File: src/rtl/stage_sequencer.sv
// Sequences chained processing stages over one shared edge BRAM, with per-stage
// skip, watchdog timeout and optional per-frame rerun.
module stage_sequencer #(
  parameter int unsigned NUM_STAGES     = 4,
  parameter int unsigned ADDR_W         = 19,
  parameter int unsigned DATA_W         = 3,
  parameter int unsigned TIMEOUT_CYCLES = 2000000
) (
  input  logic                         clk_25mhz,
  input  logic                         reset,
  input  logic                         go,
  input  logic [NUM_STAGES-1:0]        skip_mask,
  input  logic                         auto_rerun,
  input  logic                         frame_sync,
  input  logic [NUM_STAGES-1:0]        stage_done,
  input  logic [NUM_STAGES*ADDR_W-1:0] stage_addra,
  input  logic [NUM_STAGES*ADDR_W-1:0] stage_addrb,
  input  logic [NUM_STAGES*ADDR_W-1:0] stage_rgb_addr,
  input  logic [NUM_STAGES*DATA_W-1:0] stage_dina,
  input  logic [NUM_STAGES-1:0]        stage_wea,
  input  logic [ADDR_W-1:0]            vga_addr,
  output logic [NUM_STAGES-1:0]        stage_start,
  output logic [ADDR_W-1:0]            bram_addra,
  output logic [DATA_W-1:0]            bram_dina,
  output logic                         bram_wea,
  output logic [ADDR_W-1:0]            bram_addrb,
  output logic [ADDR_W-1:0]            rgb_addr,
  output logic                         busy,
  output logic [2:0]                   cur_stage,
  output logic                         pipeline_done,
  output logic                         error,
  output logic [2:0]                   err_stage
);

  localparam int unsigned WD_W = (TIMEOUT_CYCLES > 1) ? $clog2(TIMEOUT_CYCLES + 1) : 1;
  // Compare before incrementing so ERROR lands TIMEOUT_CYCLES cycles after the start pulse
  localparam logic [WD_W-1:0] WD_LIM = WD_W'((TIMEOUT_CYCLES > 1) ? TIMEOUT_CYCLES - 2 : 0);

  typedef enum logic [2:0] {S_IDLE, S_START, S_RUN, S_DISPLAY, S_ERROR} state_t;

  state_t                r_state;
  logic [2:0]            r_cur_stage;
  logic [NUM_STAGES-1:0] r_skip;
  logic [WD_W-1:0]       r_wdog;
  logic [2:0]            r_err_stage;
  logic [NUM_STAGES-1:0] r_stage_start;
  logic                  r_busy;
  logic                  r_pipeline_done;
  logic                  r_error;

  logic [2:0] w_first_idx;
  logic       w_first_ok;
  logic [2:0] w_next_idx;
  logic       w_next_ok;
  logic [7:0] w_done8;
  logic       w_done;
  logic       w_restart;

  // Lowest unskipped stage for a fresh run, and next unskipped stage after the current one
  always_comb begin
    w_first_idx = 3'd0;
    w_first_ok  = 1'b0;
    w_next_idx  = 3'd0;
    w_next_ok   = 1'b0;
    for (int i = int'(NUM_STAGES) - 1; i >= 0; i--) begin
      if (!skip_mask[i]) begin
        w_first_idx = 3'(i);
        w_first_ok  = 1'b1;
      end
      if (!r_skip[i] && (3'(i) > r_cur_stage)) begin
        w_next_idx = 3'(i);
        w_next_ok  = 1'b1;
      end
    end
  end

  assign w_done8   = 8'(stage_done);
  assign w_done    = w_done8[r_cur_stage];
  assign w_restart = (go && (r_state == S_IDLE || r_state == S_DISPLAY || r_state == S_ERROR)) ||
                     (r_state == S_DISPLAY && auto_rerun && frame_sync);

  always_ff @(posedge clk_25mhz or posedge reset) begin
    if (reset) begin
      r_state         <= S_IDLE;
      r_cur_stage     <= 3'd0;
      r_skip          <= '0;
      r_wdog          <= '0;
      r_err_stage     <= 3'd0;
      r_stage_start   <= '0;
      r_busy          <= 1'b0;
      r_pipeline_done <= 1'b0;
      r_error         <= 1'b0;
    end else begin
      r_stage_start   <= '0;
      r_pipeline_done <= 1'b0;
      if (w_restart) begin
        r_skip  <= skip_mask;
        r_error <= 1'b0;
        if (w_first_ok) begin
          r_state       <= S_START;
          r_cur_stage   <= w_first_idx;
          r_stage_start <= NUM_STAGES'(1) << w_first_idx;
          r_busy        <= 1'b1;
        end else begin
          r_state         <= S_DISPLAY;
          r_pipeline_done <= 1'b1;
          r_busy          <= 1'b0;
        end
      end else begin
        case (r_state)
          S_START: begin
            r_state <= S_RUN;
            r_wdog  <= '0;
          end
          S_RUN: begin
            if (w_done) begin
              if (w_next_ok) begin
                r_state       <= S_START;
                r_cur_stage   <= w_next_idx;
                r_stage_start <= NUM_STAGES'(1) << w_next_idx;
              end else begin
                r_state         <= S_DISPLAY;
                r_pipeline_done <= 1'b1;
                r_busy          <= 1'b0;
              end
            end else if (r_wdog == WD_LIM) begin
              r_state     <= S_ERROR;
              r_error     <= 1'b1;
              r_err_stage <= r_cur_stage;
              r_busy      <= 1'b0;
            end else begin
              r_wdog <= r_wdog + WD_W'(1);
            end
          end
          default: ;
        endcase
      end
    end
  end

  // Active stage owns the BRAM ports while sequencing; video playback owns them otherwise
  always_comb begin
    bram_addra = '0;
    bram_dina  = '0;
    bram_wea   = 1'b0;
    bram_addrb = vga_addr;
    rgb_addr   = vga_addr;
    if (r_state == S_START || r_state == S_RUN) begin
      for (int i = 0; i < int'(NUM_STAGES); i++) begin
        if (r_cur_stage == 3'(i)) begin
          bram_addra = stage_addra[i*ADDR_W +: ADDR_W];
          bram_dina  = stage_dina[i*DATA_W +: DATA_W];
          bram_addrb = stage_addrb[i*ADDR_W +: ADDR_W];
          rgb_addr   = stage_rgb_addr[i*ADDR_W +: ADDR_W];
          bram_wea   = (r_state == S_RUN) && stage_wea[i];
        end
      end
    end
  end

  assign stage_start   = r_stage_start;
  assign busy          = r_busy;
  assign cur_stage     = r_cur_stage;
  assign pipeline_done = r_pipeline_done;
  assign error         = r_error;
  assign err_stage     = r_err_stage;

endmodule

File: config.mk
export PLATFORM = sky130hd
export DESIGN_NAME = stage_sequencer
export DESIGN_NICKNAME = d
export VERILOG_FILES = /design/src/rtl/stage_sequencer.sv
export SDC_FILE = /design/constraint.sdc
export NUM_CORES = 1
export LEC_CHECK = 0
export CAP_MARGIN = 20
export CORE_AREA = 2 2 135 137
export CTS_BUF_LIST = sky130_fd_sc_hd__clkbuf_4
export CTS_CLUSTER_DIAMETER = 30
export DETAILED_ROUTE_END_ITERATION = 12
export DIE_AREA = 0 0 137 139
export PLACE_DENSITY = 0.68
export SLEW_MARGIN = 5
export SYNTH_ARGS = -nofsm -noshare
export SYNTH_HDL_FRONTEND = slang
export SYNTH_SLANG_ARGS = --single-unit
File: constraint.sdc
create_clock -name clk_25mhz -period 5.01 [get_ports clk_25mhz]
set_input_delay 1.002 -clock clk_25mhz [delete_from_list [all_inputs] [get_ports clk_25mhz]]
set_output_delay 1.002 -clock clk_25mhz [all_outputs]
set_load 0.005 [all_outputs]
== After elaboration in Yosys (flattened, before gate mapping) ==
Index checks and enable logic that the tools add are counted.
Storage, ports and cells
  register bits after elaboration: 41
  bits in latches: 0
  bits in writable memories: 0
  bits in read-only memories: 0
  bits of input ports: 276
  logic and storage cells: 144
  memories: 0
Operators by class
  add/sub/neg operators: 1
  $mul: 0
  divide/modulo/power cells: 0
  $lt $le $gt $ge: 5
  equality and inequality tests: 14
  shifts and indexed selects: 2
  muxes and demuxes: 77
  bitwise gates (word level): 2
  reductions and logical operators: 34
Operators by type and width (count)
  $mux 19: 15
  $mux 3: 19
  $mux 21: 2
  $pmux 21 s2: 1
  $mux 1: 29
  $add 21x1->21 const B: 1
  $eq 21x21->1 const B: 1
  $mux 4: 5
  $eq 3x2->1 const B: 4
  $reduce_and 4->1: 3
  $logic_and 1x1->1: 11
  $reduce_bool 2->1: 5
  $mux 2: 4
  $shl 1x3->4 const A: 2
  $eq 3x1->1 const B: 2
  $gt 1x3->1 const A: 2
  $gt 2x3->1 const A: 2
  $logic_not 3->1: 2
  $ne 2x2->1 const B: 3
  $pmux 3 s2: 1
  $reduce_and 3->1: 2
  $reduce_bool 3->1: 2
  $logic_not 1->1: 4
  $logic_or 1x1->1: 4
  8 further kinds: 9

== Depth between registers and ports, before layout ==
  depth in word-level cells: 11
  gate-level depth with buffers: 8
  mapped depth without buffers: 7

== Least setup slack after synthesis ==
No wires, ideal clock.
  path kind: reg2out
  from: register r_cur_stage[0] (netlist: cur_stage[0])
  to: output port bram_addra[10]
  arrival: 1.760 ns
  required time: 4.008 ns
  setup slack: 2.248 ns
  cell stages (with the launch flop): 5
  path buffers: 2
  path through: dfrtp_1 buf_2 buf_1 mux4_2 and2_1
On the way
  cells in the longest elaborated chain, start to end: 6
  elaborated cells on any way between the ends: 9
  classes of those cells: eq/ne (3); mux (5); reduce/logical (1)
RTL lines
  from (decl): line 42  | logic [2:0] r_cur_stage;
  from (signal assigned): line 101  | r_cur_stage <= w_first_idx;
  from (signal assigned): line 119  | r_cur_stage <= w_next_idx;
  $logic_not 3->1: line 150  | if (r_cur_stage == 3'(i)) begin
  $mux 19 (3 in series): line 150
  $mux 19 (*): line 150
  $mux 19 (*): line 148  | if (r_state == S_START || r_state == S_RUN) begin
  to (decl): line 23  | output logic [ADDR_W-1:0] bram_addra,
Mark *: on every way between the ends. The rest lies on a longest branch, timed or not.

== Worst setup path in the final report ==
  from: register r_cur_stage[0] (netlist: cur_stage[0])
  to: output port rgb_addr[7]
On the way
  cells in the longest elaborated chain, start to end: 6
  elaborated cells on any way between the ends: 9
  classes of those cells: eq/ne (3); mux (5); reduce/logical (1)
RTL lines
  $logic_not 3->1: line 150
  $mux 19 (3 in series): line 150
  $mux 19 (*): line 150
  $mux 19 (*): line 148
  to (decl): line 27  | output logic [ADDR_W-1:0] rgb_addr,
Marked as above.

==> run_results.csv <==
group,metric,value,unit
synth,synth_most_common_cell,"nand2_1",
floorplan,die-width,137,um
synth,synth_cells,436,
clocking,cts_hold_buf,0,
worst_setup_path,cpPeakStageDelay,1.07,ns
timing,setup_tns,0,ns
place,io_buffers,347,
outcome,outcome,"completed",
floorplan,dieArea,19000,sq um
synth,ys.flop_type,"dfrtp_1",
timing,worstMarginPinSlew,1.00,ns
global_routing,gr-usage-met1,0.237,
detailed_routing,routed_wl,21100,um
floorplan,rows,49,
clocking,cts_buffer_depth,2,
layout,area_delta_synth_final,91.0,%
pwr,sw_frac_of_total,0.429,
pwr,p_sw,1.67,mW
synth,synth-seq-cells,38,
global_routing,grt_util_met2,0.391,
timing,finalMaxSlewViolations,0,
timing,post-route-period-util,0.807,
detailed_routing,viasPerCell,5.13,
pwr,comb_power_share,0.787,
worst_hold_path,hold_start,"r_skip[3]$_DFFE_PP0N_",
worst_setup_path,cp_max_fo,54,
timing,fin_skew,0.0141,ns
pwr,pwr-share-seq,0.156,
clocking,cts.repair_timing.setup_buffer_count,0,
synth,yosys_warnings,0,
global_routing,grt_busiest_layer,"met2",
worst_setup_path,crit-reg2reg-launch,"cur_stage[0]$_DFFE_PP0P_",
worst_setup_path,reg2reg_slack,1.92,ns
floorplan,die_y,139,um
synth,synth_area_leader_cell,"mux4_2",
timing,slew_headroom,0.331,
pwr,vdd_drop_max,0.000342,V
clocking,ctsRootBufferMaster,"clkbuf_4",
synth,synth_commonest_cells,"nand2_1 (118), mux4_2 (61), dfrtp_1 (38)",
synth,async_reset_ff_frac,1.00,
floorplan,io_pins,350,
worst_setup_path,r2r-end,"err_stage[0]$_DFFE_PP0P_",
global_routing,use_met3,0.0446,
worst_setup_path,cpMaxStageDelayCell,"dfrtp_4",
synth,synth_top_area_frac,0.334,
detailed_routing,wire_per_inst,21.2,um
pwr,p_leak,3.05,nW
worst_hold_path,hold_path_depth,2,
floorplan,coreArea,17700,sq um
detailed_routing,drc,0,
floorplan,start_util,0.233,
clocking,clk_pin_slew_worst_paths,0.14,ns
worst_setup_path,path_class,"reg2out",
synth,synth_area_leaders,"mux4_2 (33%), dfrtp_1 (23%), nand2_1 (11%)",
timing,timing.fmax,0.247,GHz
job,maxCapViolations,0,
global_routing,first_global_vias,4919,
layout,multi_input_area,2970,sq um
timing,holdWs,0.479,ns
clocking,numClockSinks,38,
worst_setup_path,crit_family,"flip-flops",
clocking,cts_resized,0,
timing,setup_viol,0,
synth,ys_types,58,
detailed_routing,vias,5105,
detailed_routing,dr.pass1.iters,5,
worst_setup_path,worstPathRequired,4.01,ns
worst_setup_path,startpoint,"cur_stage[0]$_DFFE_PP0P_",
clocking,clock_latency,0.36,ns
worst_setup_path,crit_path_start_kind,"flip-flop",
timing,fin_crit,4.04,ns
global_routing,grt_max_degree,55,
synth,synth_edf_count,0,
pwr,power_density,495,nW/um^2
worst_setup_path,crit_top_cell,"nand2_1",
clocking,htree_levels,2,
pwr,p_int,2.22,mW
timing,rsz0062_at_grt,"no",
global_routing,grt_first_pass_wirelength,29700,um
layout,fillers,1721,
worst_setup_path,crit_chain,"buf_4 -> mux4_2 -> nand2_1 -> nand2_1 -> clkdlybuf4s50_1",
worst_setup_path,crit_path_end_kind,"primary output",
timing,final-hold-violation-count,0,
synth,avgSynthCellArea,9.44,sq um
layout,drive_gt1_frac,0.118,
pwr,clkPwrFrac,0.057,
detailed_routing,initialDrtViolationCount,243,
worst_setup_path,arrival,3.04,ns
global_routing,overflow,0,
global_routing,antenna_found_initial,8,
place,dp_hpwl,17300,um
worst_hold_path,hold_class,"reg2reg",
layout,fin_nets,1038,
clocking,numCtsBuffers,5,
worst_hold_path,hold_end,"r_skip[3]$_DFFE_PP0N_",
worst_setup_path,critPathBufInv,2,
layout,register_area,958,sq um
clocking,cts_tree,"done",
synth,seq_area_frac_synth,0.231,
global_routing,grt_use_total,0.212,
place,gp_congestion,0.941,
synth,syn_area,4120,sq um
detailed_routing,drtAntennaViolNets,0,
worst_setup_path,reg2reg_depth,4,
[cell type report]
type	instances	share of cell area
flip-flops and latches	38	0.122
well taps	229	0.0364
repair buffers	352	0.446
diodes	6	0.00191
multi-input cells	352	0.378
clock buffers	5	0.00477
inverters	11	0.00525
clock inverters	3	0.00573
[worst reg2reg max path: stages, from the launching register on]
cell and delay [ns]:
dfrtp_4 1.07, mux4_2 0.75, or2_1 0.33, nor4_4 0.46, mux2_1 0.37
[logic make-up after synthesis]
kind of cell,count (synthesis),share of synthesized area
buf+inv,47,0.0514
other cells,1,0.000911
flops,38,0.231
fa+ha+maj,2,0.00608
mux,65,0.345
compound gates,63,0.102
simple gates,215,0.254
xor+xnor,5,0.0106
[sequential cells by signal, summed over array words and instances, names as in the netlist]
register / cells
error: 1
cur_stage: 2
r_skip: 3
pipeline_done: 1
err_stage: 2
r_wdog: 21
r_state: 3
stage_start: 4
busy: 1
[per-stage QoR]
step	area, sq um	util	setup WS, ns	std cells	power (mW)
2_1_floorplan	4120	-	2.25	437	2.10
3_3_place_gp	7770	0.440	1.34	982	3.70
3_5_place_dp	7770	0.440	1.35	982	3.69
4_1_cts	7850	0.445	0.917	990	3.93
5_1_grt	7870	0.446	0.736	996	4.17
6_report	7870	0.446	0.968	996	3.89
[power by group through the flow]
| stage | logic [mW] | registers (mW) | clock network (mW) |
|---|---|---|---|
| finish | 3.06 | 0.608 | 0.222 |
| global route | 3.29 | 0.642 | 0.236 |
| CTS | 3.09 | 0.616 | 0.224 |
| detailed placement | 3.07 | 0.623 | 0 |
| global placement | 3.07 | 0.621 | 0 |
| floorplan | 1.69 | 0.407 | 0 |
[worst max-delay path by stage]
stage | end | slack, ns | cells past startpoint
3_5_place_dp | bram_addrb[12] | 1.35 | 5
2_1_floorplan | bram_addra[10] | 2.25 | 4
4_1_cts | rgb_addr[7] | 0.92 | 5
5_1_grt | rgb_addr[9] | 0.74 | 5
6_report | rgb_addr[7] | 0.97 | 5
3_3_place_gp | rgb_addr[18] | 1.34 | 5
[cell usage in the layout, fill, tap and decap left out, drive strengths merged, types with 2 or more instances in the layout]
cell,count
mux2,4
a21o,2
ha,2
clkdlybuf4s50,347
nand4,9
nor4b,2
nand3b,2
a31oi,6
dfrtp,38
xor2,4
o22a,2
o211ai,3
o32ai,2
or3b,2
diode,6
or3,6
mux4,61
buf,5
inv,11
conb,2
nor2,14
a21oi,17
nor3,7
or2,3
o22ai,2
nor4,4
nor3b,2
or4,3
nand2,120
nand4b,2
clkbuf,5
and2,23
nand3,13
o21a,3
clkinvlp,2
o31ai,3
o21ai,16
[metal layers]
metal	vias up	part of all wire
li1	2285	-
met4	4	0.024
met1	2469	0.34
met3	35	0.087
met2	312	0.55
met5	-	0.0011
No activity file was read; power rests on OpenSTA's default activity.
